===== config.mk =====
export PLATFORM = sky130hd
export DESIGN_NAME = final_adder_ms
export DESIGN_NICKNAME = d
export VERILOG_FILES = /design/src/rtl/final_adder_ms.sv
export SDC_FILE = /design/constraint.sdc
export NUM_CORES = 1
export LEC_CHECK = 0
export ABC_AREA = 1
export CORE_UTILIZATION = 45
export CTS_CLUSTER_DIAMETER = 120
export DETAILED_ROUTE_END_ITERATION = 16
export PLACE_DENSITY = 0.73
export SYNTH_ARGS = -nofsm -noshare
export SYNTH_HDL_FRONTEND = slang
export SYNTH_SLANG_ARGS = --single-unit

===== constraint.sdc =====
create_clock -name clk -period 3.1 [get_ports clk]
set_clock_uncertainty 0.15 [all_clocks]
set_input_delay 0.93 -clock clk [delete_from_list [all_inputs] [get_ports clk]]
set_output_delay 0.93 -clock clk [all_outputs]
set_load 0.1 [all_outputs]

===== src/rtl/final_adder_ms.sv =====
// Digit-serial carry-save resolver with optional modular reduction.
// Reduction (diff path, borrow chain, select mux) is built when FINAL_ADDER_REDUCE_EN is defined.
module final_adder_ms #(
    parameter int DATA_WIDTH  = 32,
    parameter int DIGIT_WIDTH = 8
) (
    input  logic                  clk,
    input  logic                  rst,
    input  logic                  ce,
    input  logic                  start_final_addition,
    input  logic [DATA_WIDTH-1:0] s0_r,
    input  logic [DATA_WIDTH-1:0] s1_r,
    input  logic [DATA_WIDTH-1:0] n,
    output logic                  busy,
    output logic                  done,
    output logic [DATA_WIDTH-1:0] m,
    output logic                  cout
);

    localparam int NUM_DIGITS = DATA_WIDTH / DIGIT_WIDTH;
    localparam int CW = (NUM_DIGITS > 1) ? $clog2(NUM_DIGITS) : 1;

    if (DATA_WIDTH % DIGIT_WIDTH != 0) begin : g_bad_width
        $error("DATA_WIDTH must be a multiple of DIGIT_WIDTH");
    end

    typedef enum logic [1:0] {IDLE, ADD, SEL} state_t;

    state_t                state, state_nx;
    logic [CW-1:0]         cnt;
    logic [DATA_WIDTH-1:0] s0_q, s1_q, sum_q, result;
    logic                  carry;
    logic [DIGIT_WIDTH:0]  sum_d;
    logic                  accept, last;

    assign accept = (state == IDLE) && start_final_addition;
    assign last   = (cnt == CW'(NUM_DIGITS - 1));
    assign busy   = (state != IDLE);

    assign sum_d = {1'b0, s0_q[DIGIT_WIDTH-1:0]}
                 + {1'b0, s1_q[DIGIT_WIDTH-1:0]}
                 + {{DIGIT_WIDTH{1'b0}}, carry};

    always_comb begin
        state_nx = state;
        unique case (state)
            IDLE:    if (start_final_addition) state_nx = ADD;
            ADD:     if (last) state_nx = SEL;
            SEL:     state_nx = IDLE;
            default: state_nx = IDLE;
        endcase
    end

    always_ff @(posedge clk or negedge rst) begin
        if (!rst) state <= IDLE;
        else if (ce) state <= state_nx;
    end

    always_ff @(posedge clk or negedge rst) begin
        if (!rst) begin
            cnt   <= '0;
            s0_q  <= '0;
            s1_q  <= '0;
            sum_q <= '0;
            carry <= 1'b0;
            m     <= '0;
            cout  <= 1'b0;
            done  <= 1'b0;
        end else if (ce) begin
            done <= (state == SEL);
            if (accept) begin
                s0_q  <= s0_r;
                s1_q  <= s1_r;
                cnt   <= '0;
                carry <= 1'b0;
            end else if (state == ADD) begin
                s0_q  <= s0_q >> DIGIT_WIDTH;
                s1_q  <= s1_q >> DIGIT_WIDTH;
                sum_q <= {sum_d[DIGIT_WIDTH-1:0], sum_q[DATA_WIDTH-1:DIGIT_WIDTH]};
                carry <= sum_d[DIGIT_WIDTH];
                cnt   <= cnt + CW'(1);
            end else if (state == SEL) begin
                m    <= result;
                cout <= carry;
            end
        end
    end

`ifdef FINAL_ADDER_REDUCE_EN
    logic [DATA_WIDTH-1:0] n_q, diff_q;
    logic                  borrow;
    logic [DIGIT_WIDTH:0]  diff_d;

    assign diff_d = {1'b0, sum_d[DIGIT_WIDTH-1:0]}
                  - {1'b0, n_q[DIGIT_WIDTH-1:0]}
                  - {{DIGIT_WIDTH{1'b0}}, borrow};

    // A carry out means the full sum exceeds any DATA_WIDTH-bit modulus.
    assign result = (carry | ~borrow) ? diff_q : sum_q;

    always_ff @(posedge clk or negedge rst) begin
        if (!rst) begin
            n_q    <= '0;
            diff_q <= '0;
            borrow <= 1'b0;
        end else if (ce) begin
            if (accept) begin
                n_q    <= n;
                borrow <= 1'b0;
            end else if (state == ADD) begin
                n_q    <= n_q >> DIGIT_WIDTH;
                diff_q <= {diff_d[DIGIT_WIDTH-1:0], diff_q[DATA_WIDTH-1:DIGIT_WIDTH]};
                borrow <= diff_d[DIGIT_WIDTH];
            end
        end
    end
`else
    logic unused_n;
    assign unused_n = ^n;
    assign result   = sum_q;
`endif

endmodule


==> summary.md <==
| Metric | Value |
|---|---|
| Hold Path Class | input pin to asynchronous set/reset pin |
| Crit-path cells | inv_2, nand2_1, buf_4 |
| Syn Inst Count | 630 |
| Slew Viols, Final | 0 |
| Post-place setup slack | 0.454 ns |
| Critical Path Sink Type | output port |
| Period minus WS final | 2.35 ns |
| Peak VDD IR | ~0.00051 V |
| Cts bufs inserted | 17 |
| Status | finished clean |
| CTS Sinks | 135 |
| Total GRT Usage | 0.198 |
| Avg Cell Area, Syn | between 9 and 10 µm² |
| I/O Pins | 135 |
| Comb pwr share | 0.443 |
| Crit-path slowest cell | dfrtp_1 |
| Fill cells | 1,098 |
| Via Count | about 4,700 |
| Core ar. | 12,700 µm² |
| WL per Instance | 14.0 µm |
| Skew-Pair Late Insertion Delay | 0.42 ns |
| Antenna Nets Post-Route | 0 |
| Net count after synthesis | 740 |
| CTS resizes | 0 |
| Clock Power Share | 0.221 |
| Setup TNS | 0 ns |
| Root buf cell | clkbuf_16 |
| Worst R2R Setup Slack | between 0.9 and 1 ns |
| P&R area growth vs syn | 27.7% |
| Worst-margin pin slew | 0.492 ns |
| PwrDens | approximately 1200 nW/µm² |
| Post-Syn Area | 5900 µm² |
| Crit path DAT | 1.27 ns |
| Final Net Count | roughly 830 |
| Final Hold Viols | 0 |
| Grt ovf | 0 |
| Internal power | between 4000 and 5000 µW |
| Routed wire length | ~13,000 µm |
| CTS tree | built |
| CTS max path bufs | 2 |
| I/O Buffers | 102 |
| Max Fclk | 426 MHz |
| Rel. slew slack | 0.672 |
| Ys Warns | 0 |
| Die H | approximately 120 µm |
| Drt initial violations | ~220 |
| Final worst setup slack | 0.752 ns |
| CTS Hold Bufs | 0 |
| Peak per-stage delay on the critical path | between 0.3 and 0.4 ns |
| Required @ worst endpoint | 2.02 ns |
| Share of cells above drive strength 1 | 0.133 |
| Max Cap Violations | 0 |
| Diode count | 0 |
| Final Total Pwr | around 8800 µW |
| Final routed DRC violation total | 0 |
| Total die area | about 14,000 µm² |
| Number of global-route vias before repair | 4,402 |
| Kind of critical path | flop to output port |
| Switch share | 0.444 |
| Setup Buffers After CTS | 0 |
| RSZ-0062 raised after global routing | no |
| DR vias/cell | 5.23 |
| Reg clk slew, reported paths | 0.06 ns |
| H-tree levels | 4 |
| Leak | approximately 0.0035 µW |
| Pin count of the biggest net entering global routing | 71 |
| Yosys cell types | 28 |
| Register area share after synthesis | 0.573 |
| Initial antenna violation count | 0 |
| GPL Wtd Cong | between 0.7 and 0.8 |
| Initial Util | 0.464 |
| Final setup fails | 0 |
| Die width | 116 µm |
| Post-DP HPWL | 8490 µm |
| Worst Setup Start Kind | flop |
| Rows | 41 |
| Sequential power share | 0.335 |
| First-pass GRT wire length | around 21,000 µm |
| NetSw | 3900 µW |
| Final period util | 0.758 |
| Crit path max fanout | 12 |
| Drt first pass iters | 4 |
| Synthesized flop and latch total | ~140 |
-- path summary, 6_finish.rpt --
kind,startpoint,to,cells past startpoint
worst max-delay path,state[0],busy,3
min in group clk,result[5],result[5],2
worst min-delay path,rst,m[8],1
max in group asynchronous,rst,s0_q[15],2
worst min register to register,result[5],result[5],2
worst max register to register,state[0],cnt[0],7
-- logic make-up (layout without fill, tap and decap cells) --
| group | Yosys count | in the layout | synth area share |
|---|---|---|---|
| xor+xnor | 1 | 1 | 0.00149 |
| mux | 9 | 9 | 0.0172 |
| buf+inv | 93 | 192 | 0.0683 |
| fa+ha+maj | 10 | 10 | 0.0238 |
| simple gates | 250 | 250 | 0.185 |
| flops | 135 | 135 | 0.573 |
| compound gates | 132 | 132 | 0.131 |
-- Yosys cell counts (all sizes together) --
cell	number	share of area
o211ai	3	0.0038
buf	26	0.026
xor2	1	0.0015
nor2	48	0.031
and2	1	0.0011
nand3	13	0.012
nand3b	2	0.0025
a31oi	42	0.045
nand2	139	0.088
o21ai	69	0.059
inv	48	0.031
mux2	9	0.017
nand4	43	0.047
dfrtp	135	0.57
fa	2	0.0068
o22ai	1	0.0011
or2	4	0.0042
ha	8	0.017
a21oi	3	0.0025
a21o	1	0.0013
clkbuf	19	0.012
a22o	13	0.019
-- state kept, by name (all words and copies together), names as in the netlist --
| register | flops |
|---|---|
| cnt | 2 |
| state | 2 |
| cout | 1 |
| done | 1 |
| m | 32 |
| carry | 1 |
| s1_q | 32 |
| result | 32 |
| s0_q | 32 |
-- worst max-delay path: cells and delay by family, from the launching register on --
family	cells	cell delay, ns
buf+inv	2	0.41
flops	1	0.37
simple gates	1	0.08
-- power groups by stage --
stage	logic [µW]	clock network (µW)	registers, µW
after floorplan	1940	0	4030
after global placement	3800	0	2940
after detailed placement	3900	0	2970
after CTS	3930	1970	2950
after global routing	4320	2050	3030
final	3900	1950	2950
-- routing by layer --
metal	up-vias	wire length [µm]	global-route usage
li1	2315	-	-
met1	2231	5680	0.257
met2	148	5930	0.316
met3	18	754	0.0498
met4	0	232	0.0829
met5	-	0	0
-- cell usage in the layout, fill, tap and decap left out, drive strengths merged, types with 3 or more instances in the layout --
master and instances:
nor2 48, nand3 13, o211ai 3, buf 48, or2 4, o21ai 69
inv 50, a22o 13, clkdlybuf4s50 66, clkbuf 20, nand2 139, a21oi 3
dfrtp 135, mux2 9, ha 8, clkinv 4, a31oi 42, nand4 43
-- area by class of cell --
cell class                      count  area (µm²)  share of cell area
Timing Repair Buffer              114        1060               0.141
Tap cell                          172         215              0.0286
Clock buffer                       20         447              0.0593
Inverter                           48         180              0.0239
Multi-Input combinational cell    402        2120               0.282
Sequential cell                   135        3380               0.449
Clock inverter                     10         124              0.0164
-- per-stage QoR --
stage | area [µm²] | util | cells | hold WS, ns
finish | 7530 | 0.592 | 901 | 0.285
global route | 7530 | 0.592 | 901 | 0.311
CTS | 7530 | 0.592 | 901 | 0.292
detailed placement | 6960 | 0.547 | 871 | 0.319
global placement | 6960 | 0.547 | 871 | 0.315
floorplan | 5900 | - | 630 | 0.299
Power figures use the tool's default switching activity.
